--- src/rtl/zdp_pkg.sv ---
// Shared mode encoding for the pipelined zero-detect / flag reducer.
package zdp_pkg;

  typedef logic [1:0] zdp_mode_t;

  localparam zdp_mode_t ZDP_ALL_ZERO = 2'd0;
  localparam zdp_mode_t ZDP_ALL_ONES = 2'd1;
  localparam zdp_mode_t ZDP_ANY_ONE  = 2'd2;
  localparam zdp_mode_t ZDP_PARITY   = 2'd3;

endpackage

--- src/rtl/zdp_chunk_reduce.sv ---
// Combinational reduction of one CHUNK-bit leaf under the selected mode.
module zdp_chunk_reduce
  import zdp_pkg::*;
#(
  parameter int CHUNK = 8
) (
  input  logic [CHUNK-1:0] data,
  input  logic [1:0]       mode,
  output logic             red
);

  always_comb begin
    red = 1'b0;
    case (zdp_mode_t'(mode))
      ZDP_ALL_ZERO: red = ~|data;
      ZDP_ALL_ONES: red = &data;
      ZDP_ANY_ONE:  red = |data;
      ZDP_PARITY:   red = ^data;
      default:      red = 1'b0;
    endcase
  end

endmodule

--- src/rtl/zero_detect_pipe.sv ---
// Two-stage pipelined operand reducer with valid/ready on both sides.
// Define ZDP_FIRST_IDX_EN to add the lowest-set-chunk index outputs.
module zero_detect_pipe
  import zdp_pkg::*;
#(
  parameter int WIDTH = 32,
  parameter int CHUNK = 8
) (
  input  logic                     clk,
  input  logic                     rst_n,
  input  logic                     in_valid,
  output logic                     in_ready,
  input  logic [WIDTH-1:0]         in_data,
  input  logic [1:0]               in_mode,
  output logic                     out_valid,
  input  logic                     out_ready,
  output logic                     out_flag,
  output logic [WIDTH/CHUNK-1:0]   out_chunk,
  output logic [1:0]               out_mode
`ifdef ZDP_FIRST_IDX_EN
  ,
  output logic                     out_first_vld,
  output logic [((WIDTH/CHUNK) > 1 ? $clog2(WIDTH/CHUNK) : 1)-1:0] out_first_idx
`endif
);

  localparam int NCHUNK = WIDTH / CHUNK;
  localparam int IDXW   = (NCHUNK > 1) ? $clog2(NCHUNK) : 1;

  logic [NCHUNK-1:0] chunk_red;
  logic              s1_valid;
  logic [NCHUNK-1:0] s1_chunk;
  zdp_mode_t         s1_mode;
  logic              s1_load, s2_load;
  logic              flag_nxt;

  for (genvar k = 0; k < NCHUNK; k++) begin : g_leaf
    zdp_chunk_reduce #(.CHUNK(CHUNK)) u_red (
      .data (in_data[k*CHUNK +: CHUNK]),
      .mode (in_mode),
      .red  (chunk_red[k])
    );
  end

  // in_ready looks through both stages so a full pipe still streams at 1/cycle
  assign s2_load  = s1_valid && (!out_valid || out_ready);
  assign in_ready = !s1_valid || s2_load;
  assign s1_load  = in_valid && in_ready;

  // NOR leaves already invert, so all-zero and all-ones both AND the leaves
  always_comb begin
    flag_nxt = 1'b0;
    case (s1_mode)
      ZDP_ALL_ZERO, ZDP_ALL_ONES: flag_nxt = &s1_chunk;
      ZDP_ANY_ONE:                flag_nxt = |s1_chunk;
      ZDP_PARITY:                 flag_nxt = ^s1_chunk;
      default:                    flag_nxt = 1'b0;
    endcase
  end

  always_ff @(posedge clk or negedge rst_n) begin
    if (!rst_n) begin
      s1_valid <= 1'b0;
      s1_chunk <= '0;
      s1_mode  <= ZDP_ALL_ZERO;
    end else begin
      if (s1_load) begin
        s1_valid <= 1'b1;
        s1_chunk <= chunk_red;
        s1_mode  <= zdp_mode_t'(in_mode);
      end else if (s2_load) begin
        s1_valid <= 1'b0;
      end
    end
  end

  always_ff @(posedge clk or negedge rst_n) begin
    if (!rst_n) begin
      out_valid <= 1'b0;
      out_flag  <= 1'b0;
      out_chunk <= '0;
      out_mode  <= '0;
    end else begin
      if (s2_load) begin
        out_valid <= 1'b1;
        out_flag  <= flag_nxt;
        out_chunk <= s1_chunk;
        out_mode  <= s1_mode;
      end else if (out_valid && out_ready) begin
        out_valid <= 1'b0;
      end
    end
  end

`ifdef ZDP_FIRST_IDX_EN
  logic [IDXW-1:0] first_idx_nxt;

  // Scan from the top so the lowest set chunk wins
  always_comb begin
    first_idx_nxt = '0;
    for (int k = NCHUNK - 1; k >= 0; k--)
      if (s1_chunk[k]) first_idx_nxt = IDXW'(k);
  end

  always_ff @(posedge clk or negedge rst_n) begin
    if (!rst_n) begin
      out_first_vld <= 1'b0;
      out_first_idx <= '0;
    end else if (s2_load) begin
      out_first_vld <= |s1_chunk;
      out_first_idx <= first_idx_nxt;
    end
  end
`endif

endmodule

--- config.mk ---
export PLATFORM = sky130hd
export DESIGN_NAME = zero_detect_pipe
export DESIGN_NICKNAME = d
export VERILOG_FILES = /design/src/rtl/zdp_pkg.sv /design/src/rtl/zdp_chunk_reduce.sv /design/src/rtl/zero_detect_pipe.sv
export SDC_FILE = /design/constraint.sdc
export NUM_CORES = 1
export LEC_CHECK = 0
export BUFFER_PORTS_ARGS = -buffer_cell sky130_fd_sc_hd__buf_2
export CORE_ASPECT_RATIO = 0.7
export CORE_UTILIZATION = 40
export CTS_BUF_LIST = sky130_fd_sc_hd__clkbuf_2
export CTS_CLUSTER_SIZE = 40
export DETAILED_ROUTE_END_ITERATION = 8
export GPL_TIMING_DRIVEN = 0
export HOLD_SLACK_MARGIN = 0.05
export PLACE_DENSITY = 0.65
export SLEW_MARGIN = 40
export SYNTH_ARGS = -nofsm -noshare
export SYNTH_HDL_FRONTEND = slang
export SYNTH_SLANG_ARGS = --single-unit
--- constraint.sdc ---
create_clock -name clk -period 2.05 [get_ports clk]
set_clock_uncertainty 0.1 [all_clocks]
set_input_delay 0.205 -clock clk [delete_from_list [all_inputs] [get_ports clk]]
set_output_delay 0.205 -clock clk [all_outputs]
set_load 0.02 [all_outputs]
Yosys cells after proc, flatten, opt, wreduce, memory -nomap -nowiden
Cells that the tools add are included.
{ "op_classes": {"n_mux": 9, "reduce_logical": 31, "n_eq_ne": 6} }
{ "ops": {"columns": ["cell", "n"], "rows": [
  ["AND reduction 8 bit", 4],
  ["OR reduction 8 bit", 4],
  ["parity 8 bit", 4],
  ["one-hot mux 1 bit (4 select lines)", 4],
  ["== test 2 bit, second input constant", 4],
  ["logical NOT 1 bit", 6],
  ["== test 2 x 1 -> 1 bit, second input constant", 2],
  ["logical NOT 2 bit", 2],
  ["2-to-1 mux 1 bit", 4],
  ["AND reduction 4 bit", 1],
  ["nonzero test 2 bit", 2],
  ["OR reduction 4 bit", 1],
  ["parity 4 bit", 1],
  ["logical AND 1 bit", 3],
  ["one-hot mux 1 bit (3 select lines)", 1],
  ["logical OR 1 bit", 2],
  ["OR reduction 2 bit", 1]
]} }
{ "totals": {"regBits": 15, "output_inout_bits": 9, "input_bits": 38, "word_cells": 53} }

Longest topological paths before layout
Gate-level depths: netlist (run 1).
{ "depth": {"word_depth": 6, "ltp_mapped": 6, "depth_no_buf": 6} }

Modules after synthesis
Synthesis (run 1) repeated with hierarchy kept, for this count alone.
{ "hier_totals": {"cells_unflattened": 152, "area_unflattened_um2": 1470.2} }
{ "modules_own_cells": {"columns": ["module", "area_per_inst_um2", "seq_area_each_um2", "n_inst", "cells_each"], "rows": [
  ["zdp_chunk_reduce", 198.9, 0.0, 4, 26],
  ["zero_detect_pipe", 674.4, 375.4, 1, 48]
]} }

Worst setup path before layout (run 1)
Ideal clock, no wire load.
{ "synth_path": {"path_kind": "reg2reg", "from": "register out_valid", "to": "register s1_chunk[2]", "synth_period_minus_slack_ps": 1464, "slack_ps": 586, "t_arrival_ps": 1232, "stages_incl_launch_ff": 6, "setup_time_ps": 132, "path_cell_list": "dfrtp_1 nand3b_1 nand2_1 buf_4 a211oi_1 a22oi_1"} }
{ "synth_between": {"elab_chain_cells": 5} }
{ "synth_lines": {"columns": ["item", "line", "rtl"], "rows": [
  ["from (decl)", "zero_detect_pipe.sv:15", "output logic out_valid,"],
  ["from (signal assigned)", "zero_detect_pipe.sv:79", "out_valid <= 1'b0;"],
  ["from (signal assigned)", "zero_detect_pipe.sv:85", "out_valid <= 1'b1;"],
  ["from (signal assigned)", "zero_detect_pipe.sv:90", "out_valid <= 1'b0;"],
  ["logical NOT 1 bit", "zero_detect_pipe.sv:46", "assign s2_load = s1_valid && (!out_valid || out_ready);"],
  ["logical OR 1 bit", "zero_detect_pipe.sv:46", null],
  ["logical AND 1 bit", "zero_detect_pipe.sv:46", null],
  ["logical OR 1 bit", "zero_detect_pipe.sv:47", "assign in_ready = !s1_valid || s2_load;"],
  ["via in_ready", "zero_detect_pipe.sv:12", "output logic in_ready,"],
  ["logical AND 1 bit", "zero_detect_pipe.sv:48", "assign s1_load = in_valid && in_ready;"],
  ["to (signal assigned)", "zero_detect_pipe.sv:69", "s1_chunk <= chunk_red;"],
  ["to (decl)", "zero_detect_pipe.sv:32", "logic [NCHUNK-1:0] s1_chunk;"]
]} }
The timed path passes the listed nets, and every way through them passes these cells.
A chain may end at the register's enable or synchronous reset.

Final worst setup path (run 1)
{ "layout_path": {"from": "register s1_chunk[2]", "to": "register out_flag"} }
{ "layout_between": {"elab_chain_cells": 2, "word_cells_on_any_way": 4} }
{ "layout_lines": {"columns": ["item", "line", "rtl"], "rows": [
  ["parity 4 bit (tied with other cells)", "zero_detect_pipe.sv:56", "ZDP_PARITY: flag_nxt = ^s1_chunk;"],
  ["one-hot mux 1 bit (3 select lines) (*)", "zero_detect_pipe.sv:53", "case (s1_mode)"],
  ["to (signal assigned)", "zero_detect_pipe.sv:86", "out_flag <= flag_nxt;"],
  ["to (decl)", "zero_detect_pipe.sv:17", "output logic out_flag,"]
]} }
Mark *: on every way between the ends. The rest lies on a longest branch, timed or not.

==> results of run 1 <==
==> power by group through the flow <==
stage          sequential (mW)  combinational (mW)  clock [mW]
2_1_floorplan            0.433               0.219           0
3_3_place_gp             0.390               0.383           0
3_5_place_dp             0.393               0.392           0
4_1_cts                  0.386               0.396       0.147
5_1_grt                  0.394               0.447       0.161
6_report                 0.385               0.389       0.139
==> registers in the layout, indices dropped and copies added (netlist names) <==
name	cells
s1_chunk	4
s1_mode	2
s1_valid	1
out_chunk	4
out_flag	1
out_mode	2
out_valid	1
==> worst max-delay path: cells and delay by family, from the launching register on <==
kind                       cells  cell delay, ns
AOI/OAI and AO/OA              2            0.24
DFF                            1            0.41
and+or+nand+nor                1            0.06
xor gates and xnor gates       1            0.15
buffers and inverters          1            0.12
adders and majority gates      1            0.25
==> cells in the final DEF (no fill, tap or decap), drive strengths merged, types with 4 or more instances in the layout <==
cell type,count
nand4,5
dfrtp,15
nor2,4
nor3,4
buf,50
o21ai,6
xnor2,10
inv,37
xor2,4
nand2,13
ha,36
==> cells by family (layout without fill, tap and decap cells) <==
logic type,Yosys count,count (layout),synth area share [%]
buffers and inverters,41,93,11.2
xor gates and xnor gates,14,14,8.52
muxes,3,3,2.35
AOI/OAI and AO/OA,18,18,8.00
adders and majority gates,36,36,31.3
and+or+nand+nor,35,35,12.5
DFF,15,15,26.1
==> metrics by stage <==
step | total power, mW | util [%] | cell area, sq um
3_3_place_gp | 0.773 | 52.4 | 1730
3_5_place_dp | 0.784 | 52.4 | 1730
6_report | 0.913 | 53.6 | 1770
4_1_cts | 0.928 | 53.6 | 1770
5_1_grt | 1.00 | 53.6 | 1770
2_1_floorplan | 0.652 | - | 1440
==> layout make-up <==
cell class | instances | area [sq um]
Inverter | 37 | 139
Clock inverter | 1 | 5.00
Buffer | 4 | 22.5
Fill cell | 338 | 1530
Tap cell | 47 | 58.8
Sequential cell | 15 | 375
Timing Repair Buffer | 48 | 250
Multi-Input combinational cell | 106 | 902
Clock buffer | 3 | 15.0
==> per-layer routing <==
| metal | track usage [%] | vias to the layer above |
|---|---|---|
| met1 | 20.2 | 494 |
| met2 | 23.1 | 31 |
| met4 | 4.81 | 0 |
| met5 | 0 | - |
| met3 | 1.35 | 4 |
| li1 | - | 630 |
==> how the worst max path moves through the flow <==
stage                                       start                      end  cells after the start
after global placement                 in_data[4]  s1_chunk[0]$_DFFE_PN0P_                      7
final                     s1_chunk[2]$_DFFE_PN0P_     out_flag$_DFFE_PN0P_                      6
after floorplan             out_valid$_DFFE_PN0P_  s1_chunk[2]$_DFFE_PN0P_                      5
after CTS                 s1_chunk[0]$_DFFE_PN0P_     out_flag$_DFFE_PN0P_                      6
after global routing      s1_chunk[0]$_DFFE_PN0P_     out_flag$_DFFE_PN0P_                      6
after detailed placement              in_data[24]  s1_chunk[3]$_DFFE_PN0P_                      7
==> metrics.md, run 1 <==
| Metric | Value |
|---|---|
| Layout Cells excl Fill | `around 260` |
| CTS tree | `built` |
| FF-to-FF End | `out_flag$_DFFE_PN0P_` |
| Most area-hungry cell type in the Yosys netlist | `ha_1` |
| Tmin final | `between 1 and 1.5 ns` |
| Routed via count | `about 1200` |
| Pre-CTS WS | `approximately 0.50 ns` |
| Initial Utilization | `43.6%` |
| Hold endpoint | `out_valid$_DFFE_PN0P_` |
| Worst-path cell with the longest stage delay | `dfrtp_1` |
| WL met2 | `1020 um` |
| Reg power frac | `between 40 and 50%` |
| Worst hold path cell count | `3` |
| Skew-Pair Late Insertion Delay | `approximately 0.28 ns` |
| Die Y | `52.2 um` |
| CTS sink cnt | `15` |
| Worst hold path type | `primary input to register` |
| Resize count post-CTS | `0` |
| Critical path start-end classification | `register to register` |
| Most used flip-flop cell after synthesis | `dfrtp_1` |
| Avg Inst Size Synth | `approximately 9 sq um` |
| Number of I/O pins | `47` |
| Lkg Pwr | `approximately 1.0 nW` |
| First-pass GRT wire length | `roughly 4300 um` |
| Most common cell in the netlist | `inv_1` |
| FFs w/ async S/R, synth | `100%` |
| DRT antenna net count | `0` |
| Hold slack | `a little under 0.1 ns` |
| Setup WS post-layout | `between 0.6 and 0.7 ns` |
| Root Driver | `clkbuf_2` |
| Most frequent cells after synthesis | `inv_1 (37), ha_1 (36), dfrtp_1 (15), nand2_1 (13), xnor2_1 (10)` |
| Rel. slew slack | `78.4%` |
| CTS hold repair buffers | `2` |
| Layout cell share with drive strength beyond 1 | `between 20% and 30%` |
| Critical Path Sink Type | `register` |
| Critical-path cell list | `inv_1 -> ha_1 -> xnor2_1 -> nand2_1 -> a31oi_1 -> o21ai_0` |
| Net count, final | `between 200 and 300` |
| Max Slew Vio Count | `0` |
| First-pass DRT Iterations | `4` |
| Clock share of power | `~15%` |
| Post-DP HPWL | `between 2000 and 2500 um` |
| Remaining DRCs | `0` |
| Core area | `between 3000 and 4000 sq um` |
| Seq/Total Area, Yosys | `26.1%` |
| Register-to-register setup slack | `between 0.6 and 0.7 ns` |
| Maximum VDD drop | `~230 uV` |
| Die ar. | `slightly below 4000 sq um` |
| Startpoint Class | `register` |
| RSZ-0062 raised after global routing | `no` |
| Vias per cell | `4.44` |
| Initial antenna violation count | `0` |
| Post-synth EDFFs | `0` |
| Worst slew pin tran | `0.324 ns` |
| Worst EP required | `roughly 2.1 ns` |
| Synth warnings | `0` |
| Chip Width | `73.7 um` |
| Metal-1 WL | `1330 um` |
| Sw Share | `a little under two fifths` |
| Yosys reg bits | `15` |
| Final setup vio count | `0` |
| Post-synth top area share | `~31%` |
| Clock-pin transition on the worst setup and hold timing paths | `~0.15 ns` |
| Critical Path AT | `between 1.5 and 2 ns` |
| Cells after DPL | `between 200 and 300` |
| Drt initial violations | `30` |
| Final hold vios | `0` |
| Area Overhead vs Synth | `22.9%` |
| Net Sw Power | `337 uW` |
| Top cells by area in the synthesized netlist | `ha_1 (31%), dfrtp_1 (26%), inv_1 (9.7%)` |
| Crit share post-route | `a little over two thirds` |
| WL final | `about 2500 um` |
| Cell Area, Synth | `1440 sq um` |
| Maximum clock rate | `between 600 and 700 MHz` |
| Met3 routed WL | `111 um` |
| Routed wire per std cell | `about 9.5 um` |
| GRT Total Usage | `between 10% and 20%` |
| Largest net degree at the start of global routing | `16` |
| Setup bufs post-CTS | `0` |
| Post-synth net total | `~240` |
| Cell variety after synth | `23` |
| Setup Total Neg Slack | `0 ns` |
| GPL Wtd Cong | `slightly above 0.7` |
| MaxCap Viol Count | `0` |
| Overflow after GRT | `0` |
| Vias in the first global route | `about 1100` |
| Diodes inserted | `0` |
| Reg2Reg Depth | `6` |
| Max incr delay on CP | `around 0.4 ns` |
| Synth Instances | `162` |
| Comb power frac | `42.6%` |
| Number of H-tree levels | `1` |
| CTS buffer count | `3` |
| Status | `finished, final reports clean` |
| Crit path max fanout | `3` |
| Worst-case clock buffer depth | `2` |
| Hold Startpoint | `out_ready` |
| Power Dens Cells | `between 500 and 600 nW/um^2` |
| RR Startpoint | `s1_chunk[2]$_DFFE_PN0P_` |
| Rows | `17` |
| Cell internal pwr | `roughly 580 uW` |
| Highest routed layer | `met4` |
| Port bufs | `46` |
(Power assumes the default switching activity.)
==> inputs of run 2 (changes only) <==
--- a/config.mk
+++ b/config.mk
@@ -5,6 +5,7 @@
 export SDC_FILE = /design/constraint.sdc
 export NUM_CORES = 1
 export LEC_CHECK = 0
+export ABC_AREA = 1
 export BUFFER_PORTS_ARGS = -buffer_cell sky130_fd_sc_hd__buf_2
 export CORE_ASPECT_RATIO = 0.7
 export CORE_UTILIZATION = 40
@@ -13,7 +14,7 @@
 export DETAILED_ROUTE_END_ITERATION = 8
 export GPL_TIMING_DRIVEN = 0
 export HOLD_SLACK_MARGIN = 0.05
-export PLACE_DENSITY = 0.65
+export PLACE_DENSITY = 0.66
 export SLEW_MARGIN = 40
 export SYNTH_ARGS = -nofsm -noshare
 export SYNTH_HDL_FRONTEND = slang
==> constraint.sdc (replaced) <==
create_clock -name clk -period 1.25 [get_ports clk]
set_clock_uncertainty 0.1 [all_clocks]
set_input_delay 0.125 -clock clk [delete_from_list [all_inputs] [get_ports clk]]
set_output_delay 0.125 -clock clk [all_outputs]
set_load 0.02 [all_outputs]
==> metrics.md, run 2 <==
| Metric | Value |
|---|---|
| Synth Area in XOR/XNOR | `1.06% (-7.5 points)` |
| Power Dens Cells | `864 nW/um^2 (+67%)` |
| CTS buffer count | `3 (unchanged)` |
| Dpl cell area | `1960 sq um (+13%)` |
| Adder-cell share of the synthesized area | `27.2% (-4.1 points)` |
| Largest net degree at the start of global routing | `16 (unchanged)` |
| Lkg Pwr | `1.32 nW (+30%)` |
| Synth Area in Simple Gates | `30.7% (+18 points)` |
| FFs w/ async S/R, synth | `100% (unchanged)` |
| Status | `finished with violations` |
| MaxCap Viol Count | `0 (unchanged)` |
| Post-synthesis compound-gate area fraction | `4.61% (-3.4 points)` |
| Max Slew Vio Count | `0 (unchanged)` |
| Critical Path AT | `1.36 ns (-0.16 ns)` |
| Routed via count | `1528 (+32%)` |
| Vias in the first global route | `1374 (+28%)` |
| Top cells by area in the synthesized netlist | `ha_1 (27%), dfrtp_1 (23%), nand2_1 (19%)` |
| GPL Wtd Cong | `0.749 (+3.8%)` |
| WL final | `3140 um (+26%)` |
| Routed wire per std cell | `8.64 um (-9.2%)` |
| Most frequent cells after synthesis | `nand2_1 (85), inv_1 (54), ha_1 (36), nor2_1 (32), dfrtp_1 (15)` |
| DRT antenna net count | `0 (unchanged)` |
| Critical path start-end classification | `register to register` |
| Most frequent cells in the layout | `nand2_1 (83), inv_1 (50), buf_2 (45)` |
| Setup crit end | `out_flag$_DFFE_PN0P_` |
| Commonest non-fill, non-tap cell in the layout | `nand2_1` |
| Worst slew pin tran | `0.324 ns (-0.0000397 ns)` |
| Cell variety after synth | `17 (-26%)` |
| Hold Startpoint | `out_ready` |
| Yosys reg bits | `15 (unchanged)` |
| Seq/Total Area, Yosys | `22.7% (-3.4 points)` |
| Crit share post-route | `102% (+32 points)` |
| Combinational family with the most area after synthesis | `simple AND/OR/NAND/NOR gates` |
| Post-synth top area share | `27.2% (-4.1 points)` |
| Avg Inst Size Synth | `6.54 sq um (-26%)` |
| Die Y | `55.8 um (+6.9%)` |
| Biggest registers after layout | `out_chunk: 4 flops, s1_chunk: 4 flops` |
| Overall power | `1.82 mW (+99%)` |
| Cell Area, Synth | `1650 sq um (+15%)` |
| Startpoint Class | `register` |
| Skew-Pair Late Insertion Delay | `0.27 ns (about the same)` |
| Rows | `19 (+2)` |
| Synth warnings | `0 (unchanged)` |
| Diodes inserted | `0 (unchanged)` |
| First-pass GRT wire length | `5410 um (+25%)` |
| Number of I/O pins | `47 (unchanged)` |
| Core area | `3950 sq um (+20%)` |
| Layout cell share with drive strength beyond 1 | `24.4% (-2.2 points)` |
| Post-synth EDFFs | `0 (unchanged)` |
| Number of H-tree levels | `1 (unchanged)` |
| Setup crit start | `s1_chunk[1]$_DFFE_PN0P_` |
| Drt initial violations | `30 (unchanged)` |
| Initial antenna violation count | `0 (unchanged)` |
| Tmin final | `1.28 ns (-0.162 ns)` |
| Net count, final | `386 (+34%)` |
| Most used flip-flop cell after synthesis | `dfrtp_1` |
| Clock-pin transition on the worst setup and hold timing paths | `0.13 ns (-0.02 ns)` |
| Initial Utilization | `41.9% (-1.7 points)` |
| Critical Path Sink Type | `register` |
| Violated checks | `setup timing` |
| Maximum clock rate | `781 MHz (+13%)` |
| Post-synthesis mux area share | `0% (-2.3 points)` |
| Worst-case clock buffer depth | `2 (unchanged)` |
| Vias per cell | `4.21 (-5.2%)` |
| RSZ-0062 raised after global routing | `yes` |
| Pre-CTS WS | `-0.0745 ns (-0.572 ns)` |
| Worst hold path type | `primary input to register` |
| Crit path max fanout | `2 (-1)` |
| Most common cell in the netlist | `nand2_1` |
| CTS sink cnt | `15 (unchanged)` |
| Worst EP required | `1.33 ns (-0.79 ns)` |
| Maximum VDD drop | `591 uV (+160%)` |
| Root Driver | `clkbuf_2` |
| Port bufs | `46 (unchanged)` |
| FF-to-FF End | `out_flag$_DFFE_PN0P_` |
| Setup WS post-layout | `-0.0302 ns (-0.638 ns)` |
| RR Startpoint | `s1_chunk[1]$_DFFE_PN0P_` |
| CTS hold repair buffers | `1 (-1)` |
| FILL cells | `404 (+20%)` |
| Register-to-register setup slack | `-0.03 ns (-0.64 ns)` |
| Chip Width | `78.9 um (+7.0%)` |
| Synth Instances | `253 (+56%)` |
| Final instance area | `2100 sq um (+19%)` |
| CTS tree | `built` |
| Post-DP HPWL | `2620 um (+18%)` |
| Reg2Reg Depth | `5 (-1)` |
| Die ar. | `4400 sq um (+14%)` |
| First-pass DRT Iterations | `4 (unchanged)` |
| Final hold vios | `0 (unchanged)` |
| Post-synth net total | `327 (+39%)` |
| Remaining DRCs | `0 (unchanged)` |
| GRT Total Usage | `15.2% (+0.86 points)` |
| Rel. slew slack | `78.4% (about the same)` |
| Overflow after GRT | `0 (unchanged)` |
| Area Overhead vs Synth | `27.1%` |
| Most area-hungry cell type in the Yosys netlist | `ha_1` |
| Final setup vio count | `1 (+1)` |
## run 2: per-stage QoR
step	util, %	std cells	hold WS [ns]	TNS, ns
floorplan	-	253	-0.271	0
global placement	49.6	351	-0.0602	-0.0738
detailed placement	49.6	351	-0.0596	-0.170
CTS	51.1	360	0.0192	-0.0418
global route	53.3	363	0.0340	-0.132
finish	53.3	363	0.0585	-0.0302
## run 2: worst min-delay path by stage
stage | cells after the start | endpoint | slack [ns]
global placement | 1 | out_chunk[1]$_DFFE_PN0P_ | -0.06
floorplan | 0 | out_chunk[0]$_DFFE_PN0P_ | -0.27
finish | 4 | out_valid$_DFFE_PN0P_ | 0.06
global route | 4 | out_valid$_DFFE_PN0P_ | 0.03
detailed placement | 1 | out_chunk[0]$_DFFE_PN0P_ | -0.06
CTS | 4 | s1_valid$_DFFE_PN0P_ | 0.02
## run 2: what timing repair did
| item | 4_1_cts | 5_1_grt |
|---|---|---|
| setup endpoints to repair | 1 | 10 |
| pin swaps | 2 | 6 |
| endpoints found under the hold margin | 16 | 1 |
| setup buffers | 4 | 3 |
| gates resized for setup | 0 | 19 |
## run 2: layout make-up
class | instances | area [sq um] | share of cell area (%)
multi-input combinational | 180 | 1110 | 52.8
sequential | 15 | 375 | 17.9
timing repair buffer | 54 | 299 | 14.2
inverter | 56 | 210 | 10.0
tap | 52 | 65.1 | 3.10
buffer | 2 | 22.5 | 1.07
clock buffer | 4 | 20.0 | 0.952
## run 2: worst max-delay path, cell delays in order (launching register included)
cell     delay, ns
dfrtp_1       0.41
buf_4         0.13
buf_4         0.13
ha_1          0.19
a31oi_2       0.14
a21oi_2       0.07
## run 2: cell families after synthesis
family | after synthesis
AND/OR/NAND/NOR | 127
adder cells (fa/ha/maj) | 36
XOR/XNOR | 2
AO/OA/AOI/OAI | 15
flip-flops | 15
buffers and inverters | 58
## run 2: where the power goes
| part | internal (mW) | switching [mW] | leakage [nW] | total, mW |
|---|---|---|---|---|
| Clock | 0.0848 | 0.144 | 0.0166 | 0.229 |
| Sequential | 0.599 | 0.0680 | 0.184 | 0.667 |
| Combinational | 0.397 | 0.522 | 1.12 | 0.919 |
## run 2: layer usage
metal / share of wire [%] / wire length [um] / track usage (%)
met1: 51 / 1600 / 20.3
met2: 45 / 1400 / 26.1
met3: 4.2 / 131 / 3.44
met4: 0 / 0 / 1.56
met5: 0 / 0 / 0
